<file path="config.mk">
export PLATFORM = sky130hd
export DESIGN_NAME = motor_pwm_ramp
export DESIGN_NICKNAME = d
export VERILOG_FILES = /design/src/rtl/vehicle_pkg.sv /design/src/rtl/tick_sync_edge.sv /design/src/rtl/motor_pwm_ramp.sv
export SDC_FILE = /design/constraint.sdc
export NUM_CORES = 1
export LEC_CHECK = 0
export CORE_UTILIZATION = 55
export CTS_CLUSTER_DIAMETER = 80
export DETAILED_ROUTE_END_ITERATION = 10
export PLACE_DENSITY = 0.84
export SLEW_MARGIN = 0
export SYNTH_ARGS = -nofsm -noshare
export SYNTH_HDL_FRONTEND = slang
export SYNTH_SLANG_ARGS = --single-unit
</file>
<file path="constraint.sdc">
create_clock -name clk -period 5.4 [get_ports clk]
set_clock_uncertainty 0.05 [all_clocks]
set_input_delay 0.81 -clock clk [delete_from_list [all_inputs] [get_ports clk]]
set_output_delay 0.81 -clock clk [all_outputs]
set_load 0.01 [all_outputs]
</file>
<file path="src/rtl/vehicle_pkg.sv">
// Shared vehicle drive definitions: motor control state encoding and
// direction constants used by the PWM ramp block and its neighbours.
package vehicle_pkg;

  typedef enum logic [2:0] {
    IDLE    = 3'd0,
    RAMP    = 3'd1,
    RUN     = 3'd2,
    REVERSE = 3'd3,
    DEAD    = 3'd4
  } motor_state_e;

  localparam logic DIR_FWD = 1'b1;
  localparam logic DIR_REV = 1'b0;

endpackage

</file>
<file path="src/rtl/tick_sync_edge.sv">
// Brings an asynchronous divided clock into the clk domain and turns each
// rising edge into a single-cycle pulse. Reusable for any divider output.
module tick_sync_edge (
  input  logic clk,
  input  logic reset,
  input  logic async_in,
  output logic pulse
);

  logic sync_p0;
  logic sync_p1;
  logic sync_p2;

  // Two metastability flops, then one more flop for edge detection.
  always_ff @(posedge clk or negedge reset) begin
    if (!reset) begin
      sync_p0 <= 1'b0;
      sync_p1 <= 1'b0;
      sync_p2 <= 1'b0;
    end else begin
      sync_p0 <= async_in;
      sync_p1 <= sync_p0;
      sync_p2 <= sync_p1;
    end
  end

  assign pulse = sync_p1 & ~sync_p2;

endmodule

</file>
<file path="src/rtl/motor_pwm_ramp.sv">
// Motor PWM generator with soft duty ramping and safe direction reversal.
// The PWM time base advances on each rising edge of tick_in (a divided
// clock, synchronized here). Duty only changes at period boundaries; a
// direction change ramps duty to zero before dir_out flips.
// Optional build macro MOTOR_PWM_DEADTIME_EN inserts DEADTIME_TICKS ticks of
// forced-low PWM between duty reaching zero and the direction flip.
module motor_pwm_ramp
  import vehicle_pkg::*;
#(
  parameter int WIDTH          = 8,
  parameter int RAMP_STEP      = 1,
  parameter int DEADTIME_TICKS = 4
) (
  input  logic             clk,
  input  logic             reset,
  input  logic             tick_in,
  input  logic             enable,
  input  logic [WIDTH-1:0] duty_cmd,
  input  logic             dir_cmd,
  output logic             pwm_out,
  output logic             dir_out,
  output logic [WIDTH-1:0] duty_cur,
  output logic             busy
);

  // Counter runs 0..2**WIDTH-2, so a period is 2**WIDTH-1 ticks and a
  // full-scale duty keeps the output permanently high.
  localparam logic [WIDTH-1:0] CNT_LAST = WIDTH'((2 ** WIDTH) - 2);
  localparam logic [WIDTH-1:0] STEP_V   = WIDTH'(RAMP_STEP);

  // Degenerate settings leave an obviously named scope in the hierarchy.
  if (RAMP_STEP < 1 || DEADTIME_TICKS < 1) begin : g_bad_params
  end

  // Move cur toward tgt by STEP_V, landing exactly on tgt when closer than
  // one step; never overshoots, so no wrap past 0 or full scale.
  function automatic logic [WIDTH-1:0] step_toward(
    input logic [WIDTH-1:0] cur,
    input logic [WIDTH-1:0] tgt
  );
    logic [WIDTH-1:0] gap;
    if (cur < tgt) begin
      gap = tgt - cur;
      return (gap <= STEP_V) ? tgt : cur + STEP_V;
    end else if (cur > tgt) begin
      gap = cur - tgt;
      return (gap <= STEP_V) ? tgt : cur - STEP_V;
    end
    return cur;
  endfunction

  motor_state_e     state;
  motor_state_e     state_nx;
  logic [WIDTH-1:0] period_cnt;
  logic [WIDTH-1:0] cnt_nx;
  logic [WIDTH-1:0] cnt_adv;
  logic [WIDTH-1:0] duty_nx;
  logic [WIDTH-1:0] target;
  logic [WIDTH-1:0] duty_step;
  logic             dir_nx;
  logic             pwm_nx;
  logic             tick_pulse;
  logic             boundary;
  logic             dir_match;

  tick_sync_edge u_tick_sync (
    .clk      (clk),
    .reset    (reset),
    .async_in (tick_in),
    .pulse    (tick_pulse)
  );

  assign boundary  = tick_pulse && (period_cnt == CNT_LAST);
  assign cnt_adv   = !tick_pulse ? period_cnt :
                     (boundary ? '0 : period_cnt + 1'b1);
  assign dir_match = (dir_cmd == dir_out);
  // A pending reversal always drives duty toward zero first.
  assign target    = dir_match ? duty_cmd : '0;
  assign duty_step = step_toward(duty_cur, target);

`ifdef MOTOR_PWM_DEADTIME_EN
  localparam int DEAD_W = $clog2(DEADTIME_TICKS) + 1;

  logic [DEAD_W-1:0] dead_cnt;
  logic              dead_last;

  assign dead_last = (dead_cnt == DEAD_W'(DEADTIME_TICKS - 1));

  // Ticks spent in DEAD; restarts from zero on every entry.
  always_ff @(posedge clk or negedge reset) begin
    if (!reset) begin
      dead_cnt <= '0;
    end else if (state != DEAD) begin
      dead_cnt <= '0;
    end else if (tick_pulse) begin
      dead_cnt <= dead_cnt + 1'b1;
    end
  end
`endif

  // Next-state, counter, duty and direction decisions.
  always_comb begin
    state_nx = state;
    cnt_nx   = period_cnt;
    duty_nx  = duty_cur;
    dir_nx   = dir_out;
    if (!enable) begin
      // Enable drop beats any coincident tick; direction is kept.
      state_nx = IDLE;
      cnt_nx   = '0;
      duty_nx  = '0;
    end else begin
      case (state)
        IDLE: begin
          // Duty is already zero, so a new direction applies at once.
          dir_nx   = dir_cmd;
          state_nx = RAMP;
        end
`ifdef MOTOR_PWM_DEADTIME_EN
        DEAD: begin
          cnt_nx = cnt_adv;
          if (dir_match) begin
            state_nx = RAMP;
          end else if (tick_pulse && dead_last) begin
            dir_nx   = ~dir_out;
            state_nx = RAMP;
          end
        end
`endif
        default: begin
          cnt_nx = cnt_adv;
          if (boundary) begin
            duty_nx = duty_step;
          end
          if (!dir_match) begin
            if (boundary && (duty_step == '0)) begin
`ifdef MOTOR_PWM_DEADTIME_EN
              state_nx = DEAD;
`else
              dir_nx   = ~dir_out;
              state_nx = RAMP;
`endif
            end else begin
              state_nx = REVERSE;
            end
          end else if (duty_nx == duty_cmd) begin
            state_nx = RUN;
          end else begin
            state_nx = RAMP;
          end
        end
      endcase
    end
  end

  // PWM is computed from the values the counter and duty are about to take,
  // keeping tick_in-to-pwm_out latency at three clocks.
  assign pwm_nx = enable && (cnt_nx < duty_nx);

  // Control and output registers.
  always_ff @(posedge clk or negedge reset) begin
    if (!reset) begin
      state      <= IDLE;
      period_cnt <= '0;
      duty_cur   <= '0;
      dir_out    <= DIR_FWD;
      pwm_out    <= 1'b0;
    end else begin
      state      <= state_nx;
      period_cnt <= cnt_nx;
      duty_cur   <= duty_nx;
      dir_out    <= dir_nx;
      pwm_out    <= pwm_nx;
    end
  end

  assign busy = !((state == IDLE) || (state == RUN));

endmodule

</file>
# Word level (Yosys, flattened, before mapping)
# Cells that the tools add are included.
[op_classes]
n_addsub = 5
n_lt_le_gt_ge = 5
n_eq_ne = 5
n_mux = 25
bitwise_logic = 3
n_reduce_logical = 9
[ops]
columns = ["operator", "n"]
rows = [
  ["8-bit two-way mux", 15],
  ["8-bit by 1-bit adder with 8-bit output (second input constant)", 2],
  ["8-bit by 1-bit <= comparator with 1-bit output (second input constant)", 2],
  ["8-bit < comparator", 2],
  ["8-bit subtractor", 2],
  ["3-bit two-way mux", 3],
  ["8-bit equality test", 1],
  ["8-bit equality test (second input constant)", 1],
  ["8-bit greater-than comparator", 1],
  ["8-bit logical NOT", 1],
  ["8-bit by 1-bit subtractor with 8-bit output (second input constant)", 1],
  ["1-bit two-way mux", 5],
  ["2-bit two-way mux", 2],
  ["3-bit by 2-bit equality test with 1-bit output (second input constant)", 1],
  ["1-bit logical AND", 3],
  ["3-bit logical NOT", 1],
  ["3-bit AND reduction", 1],
  ["2-bit by 1-bit inequality test with 1-bit output (second input constant)", 1],
  ["1-bit NOT", 2],
  ["2-bit nonzero test", 1],
  ["1-bit bitwise AND", 1],
  ["1-bit equality test", 1],
  ["1-bit logical NOT", 1],
  ["1-bit logical OR", 1],
]
[word_totals]
ff_bits = 24
in_bits = 13
output_inout_bits = 11
elab_cells = 60

# Logic depth before layout (Yosys ltp)
# Gate-level depths: netlist (run 1).
[logic_depth]
depth_word = 16
depth_mapped = 23
depth_no_buf = 21

# Hierarchy
# A second synthesis (run 1) with hierarchy kept.
[hier_totals]
cells_unflattened = 383
area_unflattened_um2 = 3024.2
[by_module_without_submodules]
columns = ["module", "n_inst", "cells_per_inst", "area_per_inst_um2", "seq_area_each_um2"]
rows = [
  ["motor_pwm_ramp", 1, 379, 2935.3, 501.7],
  ["tick_sync_edge", 1, 4, 88.8, 75.1],
]

# Least setup slack after synthesis (run 1)
# No wires, ideal clock.
[synth_timing]
path_kind = "input -> register"
start = "input dir_cmd"
end = "register pwm_out"
setup_ns = 0.082
arrival_ns = 4.912
required_time_ns = 5.268
path_slack_ns = 0.356
stages = 18
path_buffers = 0
cell_sequence = "xnor2_1 -> nand2_1 -> inv_1 -> ha_1 -> nor2b_1 -> o21a_1 -> or3_4 -> a211oi_4 -> a21oi_1 -> mux4_2 -> a2111oi_4 -> a32o_1 -> nand2_1 -> ha_1 -> nand4_1 -> nand4b_1 -> or4_1 -> o22ai_1"
[synth_between]
elab_chain_len = 15
elab_cells_between_ends = 22
classes_between = "add/sub (2); order compare (5); eq/ne (1); mux (13); reduce/logical (1)"
[synth_lines]
columns = ["element", "line", "text"]
rows = [
  ["start: declaration", "motor_pwm_ramp.sv:19", "input logic dir_cmd,"],
  ["1-bit equality test (*)", "motor_pwm_ramp.sv:76", "assign dir_match = (dir_cmd == dir_out);"],
  ["8-bit two-way mux (*)", "motor_pwm_ramp.sv:78", "assign target = dir_match ? duty_cmd : '0;"],
  ["8-bit subtractor", "motor_pwm_ramp.sv:46", "gap = cur - tgt;"],
  ["8-bit by 1-bit <= comparator with 1-bit output", "motor_pwm_ramp.sv:47", "return (gap <= STEP_V) ? tgt : cur - STEP_V;"],
  ["8-bit two-way mux", "motor_pwm_ramp.sv:47", ""],
  ["8-bit two-way mux", "motor_pwm_ramp.sv:45", "end else if (cur > tgt) begin"],
  ["8-bit two-way mux", "motor_pwm_ramp.sv:42", "if (cur < tgt) begin"],
  ["8-bit two-way mux (*)", "motor_pwm_ramp.sv:49", "return cur;"],
  ["8-bit two-way mux (*)", "motor_pwm_ramp.sv:132", "if (boundary) begin"],
  ["8-bit two-way mux (*)", "motor_pwm_ramp.sv:113", "case (state)"],
  ["8-bit two-way mux (*)", "motor_pwm_ramp.sv:107", "if (!enable) begin"],
  ["8-bit two-way mux (*)", "motor_pwm_ramp.sv:113", ""],
  ["8-bit two-way mux (*)", "motor_pwm_ramp.sv:107", ""],
  ["8-bit < comparator (*)", "motor_pwm_ramp.sv:158", "assign pwm_nx = enable && (cnt_nx < duty_nx);"],
  ["1-bit logical AND (*)", "motor_pwm_ramp.sv:158", ""],
  ["net pwm_nx", "motor_pwm_ramp.sv:61", "logic pwm_nx;"],
  ["end signal: assignment", "motor_pwm_ramp.sv:173", "pwm_out <= pwm_nx;"],
  ["end: declaration", "motor_pwm_ramp.sv:20", "output logic pwm_out,"],
]
# Mark *: on every way through the listed nets, which the timed path passes. The rest lies on a longest branch. The select of a mux whose other input is x is not followed.
# A chain may end at the register's enable or synchronous reset.

# Final worst setup path (run 1)
# Same ends and word-level chain as after synthesis.

==> metrics.md, run 1 <==
| Metric | Value |
|---|---|
| Post-Syn Nets | 441 |
| Pins Over Slew Limit | 0 |
| Die W | 77.6 um |
| CTS tree | done |
| Worst reg2reg path depth | 22 |
| Worst slew margin | between 30% and 40% |
| CP Max Fanout | 7 |
| Via density | 6.52 |
| Starting Density | a little under three fifths |
| Share of the synthesized area in the top cell type | between 15 and 20% |
| Compound-cell area share of the yosys netlist | between 30% and 40% |
| Status | finished, final reports clean |
| Root buf cell | clkbuf_8 |
| Pre-CTS WS | -0.256 ns |
| Setup ws final | 0.119 ns |
| Share of post-route cells with drive strength above 1 | 23.8% |
| Number of global-route vias before repair | around 3400 |
| Setup-failing EPs final | 0 |
| Initial antenna violation count | 0 |
| DR WL/cell | between 15 and 20 um |
| Register area share after synthesis | about 18% |
| Drt total wl | 10500 um |
| Placer Congestion | 1.00 |
| Final antenna-violating net count | 0 |
| Syn avg cell area | a little under 8 um2 |
| Post-Synth Adder-Cell Area | around an eighth |
| Max-Cap Viols | 0 |
| Crit path to | pwm_out$_DFF_PN0_ |
| Crit. Startpoint | dir_cmd |
| Core footprint | between 5000 and 6000 um2 |
| Die Y | about 78 um |
| Synth Cell Area | 3140 um2 |
| Pre-antenna DRT Iters | 5 |
| Most frequent cells in the layout | buf_4, nand2_1, ha_1 |
| Diode count | 0 |
| Synth Area in XOR/XNOR | 5.02% |
| Slew @ Worst Pin | 1.04 ns |
| P per Cell Area | 328 nW/um2 |
| Register bit count reported by yosys | 23 |
| Setup Crit Path Kind | primary input to flop |
| Max Clk Rate | 189 MHz |
| DRC violations left | 0 |
| Synth unique cells | 80 |
| Ranking of synthesized cells by area | dfrtp_1, ha_1, nand2_1, a21oi_1, inv_1 |
| Mux cell area share after synthesis | approximately 2.4% |
| Ys flop type | dfrtp_1 |
| Largest net degree at the start of global routing | 24 |
| Main combinational cell family by area after synthesis | compound AO/OA/AOI/OAI gates |
| HP Class | flop to flop |
| Post-synth EDFFs | 0 |
| Hold Path Origin | u_tick_sync.sync_p0$_DFF_PN0_ |
| Filler cell count in the final layout | 420 |
| Endpoints failing hold | 0 |
| Most common cell after layout, fill and taps aside | buf_4 |
| Iteration-0 DRC Markers | approximately 400 |
| Period utilization | between 90% and 100% |
| Syn Inst Count | about 400 |
| Total CTS buffers | 3 |
| Area growth syn-to-layout | 27.7% |
| FFs w/ async S/R, synth | 100% |
| Worst setup SP type | primary input |
| Via count | ~3600 |
| Sink Count | 23 |
| Die ar. | between 6000 and 7000 um2 |
| Total track usage | a little over a third |
| I/O Pins | 24 |
| Synth warnings | 0 |
| Crit path time final | 5.28 ns |
| Setup_tns | 0 ns |
| R2r setup slk | 0.63 ns |
| Row cnt | 27 |
| Critical Path AT | 5.42 ns |
| Clk pin slew, worst setup/hold paths | around 0.090 ns |
| First-pass GRT wire length | 16500 um |
| CP Capture Type | flop |
| Overflow after GRT | 0 |
| Latest clock arrival within the worst-skew pair | ~0.27 ns |
| Crit Reg-Reg Endpoint | pwm_out$_DFF_PN0_ |
| VDD IR max | around 0.00025 V |
| Synth Area in Simple Gates | between 20% and 30% |
| Yosys top cell by area | dfrtp_1 |
| Clock Tree Buf Depth | 2 |
| Reg-to-Reg Start | dir_out$_DFFE_PN1P_ |
| Multi-input gate area | 2440 um2 |
| DP HPWL | approximately 8400 um |
| Leakage | 1.75 nW |
| H-tree depth | 1 |
| Reg area | approximately 580 um2 |
| Port bufs | 23 |
| Final nets | 521 |
| WP data required | 5.54 ns |
==> worst min-delay path by stage <==
stage                     slack, ns  depth (start not counted)                       endpoint
after global placement         0.28                          0  u_tick_sync.sync_p1$_DFF_PN0_
after global routing           0.33                          0  u_tick_sync.sync_p1$_DFF_PN0_
after detailed placement       0.29                          0  u_tick_sync.sync_p1$_DFF_PN0_
final                          0.31                          0  u_tick_sync.sync_p1$_DFF_PN0_
after floorplan                0.28                          0  u_tick_sync.sync_p1$_DFF_PN0_
after CTS                      0.31                          0  u_tick_sync.sync_p1$_DFF_PN0_
==> state kept, by name (all words and copies together), names as in the netlist <==
name                 flops
u_tick_sync.sync_p0      1
pwm_out                  1
u_tick_sync.sync_p1      1
dir_out                  1
duty_cur                 8
period_cnt               8
u_tick_sync.sync_p2      1
state                    2
==> power by group <==
| group | leakage [nW] | internal, W | switching, W |
|---|---|---|---|
| registers | 0.307 | 0.000184 | 0.00000842 |
| clock network | 0.0217 | 0.0000522 | 0.0000588 |
| logic | 1.42 | 0.000449 | 0.000564 |
==> cell type report <==
cell class | count | area share (%)
multi-input cells | 328 | 60.8
repair buffers | 93 | 18.8
flip-flops and latches | 23 | 14.4
inverters | 27 | 2.53
well taps | 72 | 2.25
clock buffers | 3 | 1.03
clock inverters | 1 | 0.187
==> metal layers <==
| metal | share of wire [%] | global-route usage (%) |
|---|---|---|
| met5 | 0 | 0 |
| met4 | 3.1 | 11.5 |
| met3 | 7.5 | 3.41 |
| met2 | 48 | 60.6 |
| met1 | 41 | 45.0 |
==> stage by stage <==
| step | utilization (%) | power, W | hold slack [ns] | instances | instance area (um2) |
|---|---|---|---|---|---|
| final | 72.8 | 0.00132 | 0.309 | 547 | 4010 |
| after global routing | 72.8 | 0.00138 | 0.327 | 547 | 4010 |
| after CTS | 71.2 | 0.00124 | 0.308 | 544 | 3920 |
| after detailed placement | 70.3 | 0.00113 | 0.287 | 540 | 3870 |
| after global placement | 70.3 | 0.00111 | 0.282 | 540 | 3870 |
| after floorplan | - | 0.000746 | 0.281 | 396 | 3140 |
==> worst max-delay path: stages <==
cell             delay (ns)
clkdlybuf4s50_1        0.53
xnor2_1                0.13
buf_4                  0.19
buf_4                  0.12
nand2_1                0.10
buf_4                  0.17
ha_1                   0.23
a21o_1                 0.19
a211oi_2               0.29
a2111oi_2              0.13
buf_4                  0.16
o22ai_2                0.22
buf_4                  0.20
o21ai_2                0.07
o211ai_1               0.31
a22oi_2                0.10
mux2_2                 0.28
nand2_1                0.10
ha_1                   0.28
nand4_1                0.10
nand4b_1               0.12
or4_1                  0.43
o22ai_1                0.14
==> synthesized netlist by cell type, types with 3 or more instances <==
master    number
nand2_1       41
ha_1          30
inv_1         25
a21oi_1       24
dfrtp_1       22
nor2_1        19
nand3_1       16
nor3_1        15
o21ai_0       15
xor2_1        10
and2_1         9
buf_2          9
xnor2_1        8
clkbuf_1       7
nand2b_1       7
nand4_1        7
nor2b_1        7
nor4_1         7
o22ai_1        7
a211oi_1       6
o221ai_1       6
a21o_1         5
a221o_1        5
and3_1         5
a31oi_1        4
o211ai_1       4
o21ai_1        4
a211o_1        3
o31ai_1        3
==> cell families (layout without fill, tap and decap cells) <==
family                   count (synthesis)  count (layout)
XOR/XNOR                                18              18
AO/OA/AOI/OAI                          122             122
buffers and inverters                   45             124
multiplexers                             6               6
adder cells (fa/ha/maj)                 32              32
flip-flops                              23              23
AND/OR/NAND/NOR                        150             150
==> repair_timing <==
item / CTS / global route
hold endpoints to repair: 0 / 0
gates resized for setup: 0 / 16
setup buffers: 0 / 3
hold buffers: 0 / 0
endpoints found under the setup margin: 0 / 1
No activity file was read; power rests on OpenSTA's default activity.
==> run 2: changes to the inputs <==
--- a/config.mk
+++ b/config.mk
@@ -8,7 +8,7 @@
 export CORE_UTILIZATION = 55
 export CTS_CLUSTER_DIAMETER = 80
 export DETAILED_ROUTE_END_ITERATION = 10
-export PLACE_DENSITY = 0.84
+export PLACE_DENSITY_LB_ADDON = 0.1
 export SLEW_MARGIN = 0
 export SYNTH_ARGS = -nofsm -noshare
 export SYNTH_HDL_FRONTEND = slang
==> run 2 against run 1 <==
Effect of this change: register-to-register slack worse by 0.10 ns; first-iteration DRC count is 28% lower; power is 3.0% higher; largest power group unchanged.
==> metrics.md, run 2 (same netlist as run 1, synthesis figures left out) <==
| Metric | Value |
|---|---|
| Max-Cap Viols | 0 (unchanged) |
| Iteration-0 DRC Markers | 286 (-28%) |
| HP Class | flop to flop |
| First-pass GRT wire length | 16300 um (-1.4%) |
| Crit path time final | 5.08 ns (-0.196 ns) |
| Setup Crit Path Kind | primary input to flop |
| Endpoints failing hold | 0 (unchanged) |
| Initial antenna violation count | 0 (unchanged) |
| Share of post-route cells with drive strength above 1 | 26.9% (+3.1 points) |
| Placer Congestion | 0.985 (-1.5%) |
| CP Max Fanout | 4 (-3) |
| DP HPWL | 8340 um (-0.90%) |
| Most frequent cells in the layout | buf_4, nand2_1, inv_1, ha_1, a21oi_1 |
| Port bufs | 23 (unchanged) |
| Hold Path Origin | u_tick_sync.sync_p0$_DFF_PN0_ |
| Filler cell count in the final layout | 424 (+0.95%) |
| Starting Density | 57.0% (unchanged) |
| Clock Tree Buf Depth | 2 (unchanged) |
| Worst slew margin | 30.0% (-0.66 points) |
| Pre-CTS WS | -0.253 ns (+0.00233 ns) |
| Setup-failing EPs final | 0 (unchanged) |
| Final Instance Area | 4150 um2 (+3.4%) |
| Die W | 77.6 um (unchanged) |
| Drt total wl | 10700 um (+1.7%) |
| Number of global-route vias before repair | 3433 (+0.26%) |
| Largest net degree at the start of global routing | 24 (unchanged) |
| DP Cell Count | 546 (+1.1%) |
| DRC violations left | 0 (unchanged) |
| Worst setup SP type | primary input |
| WP data required | 5.54 ns (about the same) |
| Most common cell after layout, fill and taps aside | buf_4 |
| Core footprint | 5510 um2 (unchanged) |
| Area after DPL | 3920 um2 (+1.2%) |
| Clk pin slew, worst setup/hold paths | 0.08 ns (about the same) |
| Die Y | 77.6 um (unchanged) |
| Total track usage | 35.0% (+0.11 points) |
| VDD IR max | 0.000251 V (+0.11%) |
| Status | finished, final reports clean |
| Max Clk Rate | 197 MHz (+3.9%) |
| H-tree depth | 1 (unchanged) |
| I/O Pins | 24 (unchanged) |
| Root buf cell | clkbuf_8 |
| Crit. Startpoint | duty_cmd[1] |
| Die ar. | 6020 um2 (unchanged) |
| Pre-antenna DRT Iters | 6 (+1) |
| Diode count | 0 (unchanged) |
| Row cnt | 27 (unchanged) |
| Setup_tns | 0 ns (unchanged) |
| Critical Path AT | 5.23 ns (-0.19 ns) |
| Latest clock arrival within the worst-skew pair | 0.27 ns (about the same) |
| RSZ-0062 raised after global routing | no |
| Hold slack | 0.320 ns (+0.0113 ns) |
| Leakage | 1.80 nW (+2.5%) |
| Overflow after GRT | 0 (unchanged) |
| Period utilization | 94.2% (-3.6 points) |
| Slew @ Worst Pin | 1.05 ns (+0.00994 ns) |
| Total CTS buffers | 3 (unchanged) |
| Setup ws final | 0.315 ns (+0.196 ns) |
| Sink Count | 23 (unchanged) |
| Via density | 6.33 (-3.0%) |
| Final nets | 529 (+1.5%) |
| P per Cell Area | 327 nW/um2 (-0.34%) |
| Area growth syn-to-layout | 32.1% |
| DR WL/cell | 19.3 um (+0.20%) |
| Top Registers | duty_cur: 8 flops, period_cnt: 8 flops, state: 2 flops |
| CTS tree | done |
| Pins Over Slew Limit | 0 (unchanged) |
| Final antenna-violating net count | 0 (unchanged) |
| Via count | 3511 (-1.5%) |
| Reg-to-Reg Start | dir_out$_DFFE_PN1P_ |
| Fin cells | 555 (+1.5%) |
| CP Capture Type | flop |
run 2: path summary, 6_finish.rpt:
| check | endpoint | slack (ns) | cells past startpoint |
|---|---|---|---|
| max in group asynchronous | period_cnt[6]$_DFF_PN0_ | 3.62 | 1 |
| hold reg to reg | u_tick_sync.sync_p1$_DFF_PN0_ | 0.32 | 0 |
| hold / removal | u_tick_sync.sync_p1$_DFF_PN0_ | 0.32 | 0 |
| setup / recovery | pwm_out$_DFF_PN0_ | 0.32 | 18 |
| setup reg to reg | pwm_out$_DFF_PN0_ | 0.53 | 20 |
| min in group asynchronous | state[0]$_DFF_PN0_ | 1.05 | 1 |
run 2: area by class of cell:
class / instances / area [um2] / area share [%]
sequential: 23 / 577 / 13.9
clock inverter: 1 / 7.51 / 0.181
clock buffer: 3 / 41.3 / 0.995
timing repair buffer: 101 / 818 / 19.7
multi-input combinational: 328 / 2510 / 60.6
tap: 72 / 90.1 / 2.17
inverter: 27 / 101 / 2.44
run 2: timing repair:
| action | CTS | global route |
|---|---|---|
| hold buffers | 0 | 0 |
| pin swaps | 0 | 14 |
| endpoints found under the setup margin | 1 | 1 |
| resized for setup | 2 | 30 |
| setup buffers | 0 | 5 |
run 2: worst max-delay path: stages:
cell             delay [ns]
clkdlybuf4s50_1        0.60
nand2_1                0.12
buf_4                  0.17
fa_1                   0.52
o221ai_1               0.12
a221o_1                0.33
a21oi_4                0.21
a21oi_1                0.13
buf_4                  0.16
a221o_1                0.34
a22oi_2                0.26
mux2_2                 0.23
nand2_1                0.09
ha_4                   0.27
nand4_1                0.09
nand4b_1               0.15
or4_4                  0.52
o22ai_2                0.10
run 2: routing by layer:
layer | share of wire, % | track usage [%] | vias to the layer above | wire length, um
li1 | - | - | 1639 | -
met1 | 41 | 42.4 | 1654 | 4340
met2 | 47 | 58.7 | 167 | 5050
met3 | 7.2 | 4.82 | 51 | 767
met4 | 5.0 | 21.1 | 0 | 531
met5 | 0 | 0 | - | 0
run 2: metrics by stage:
stage / util (%) / power, W
2_1_floorplan: - / 0.000746
5_1_grt: 75.3 / 0.00144
3_5_place_dp: 71.2 / 0.00113
6_report: 75.3 / 0.00136
4_1_cts: 72.2 / 0.00125
3_3_place_gp: 71.2 / 0.00113
run 2: power breakdown:
part           total [W]  internal, W  switching (W)
registers       0.000191     0.000184     0.00000731
clock network   0.000110    0.0000523      0.0000577
logic            0.00106     0.000482       0.000573
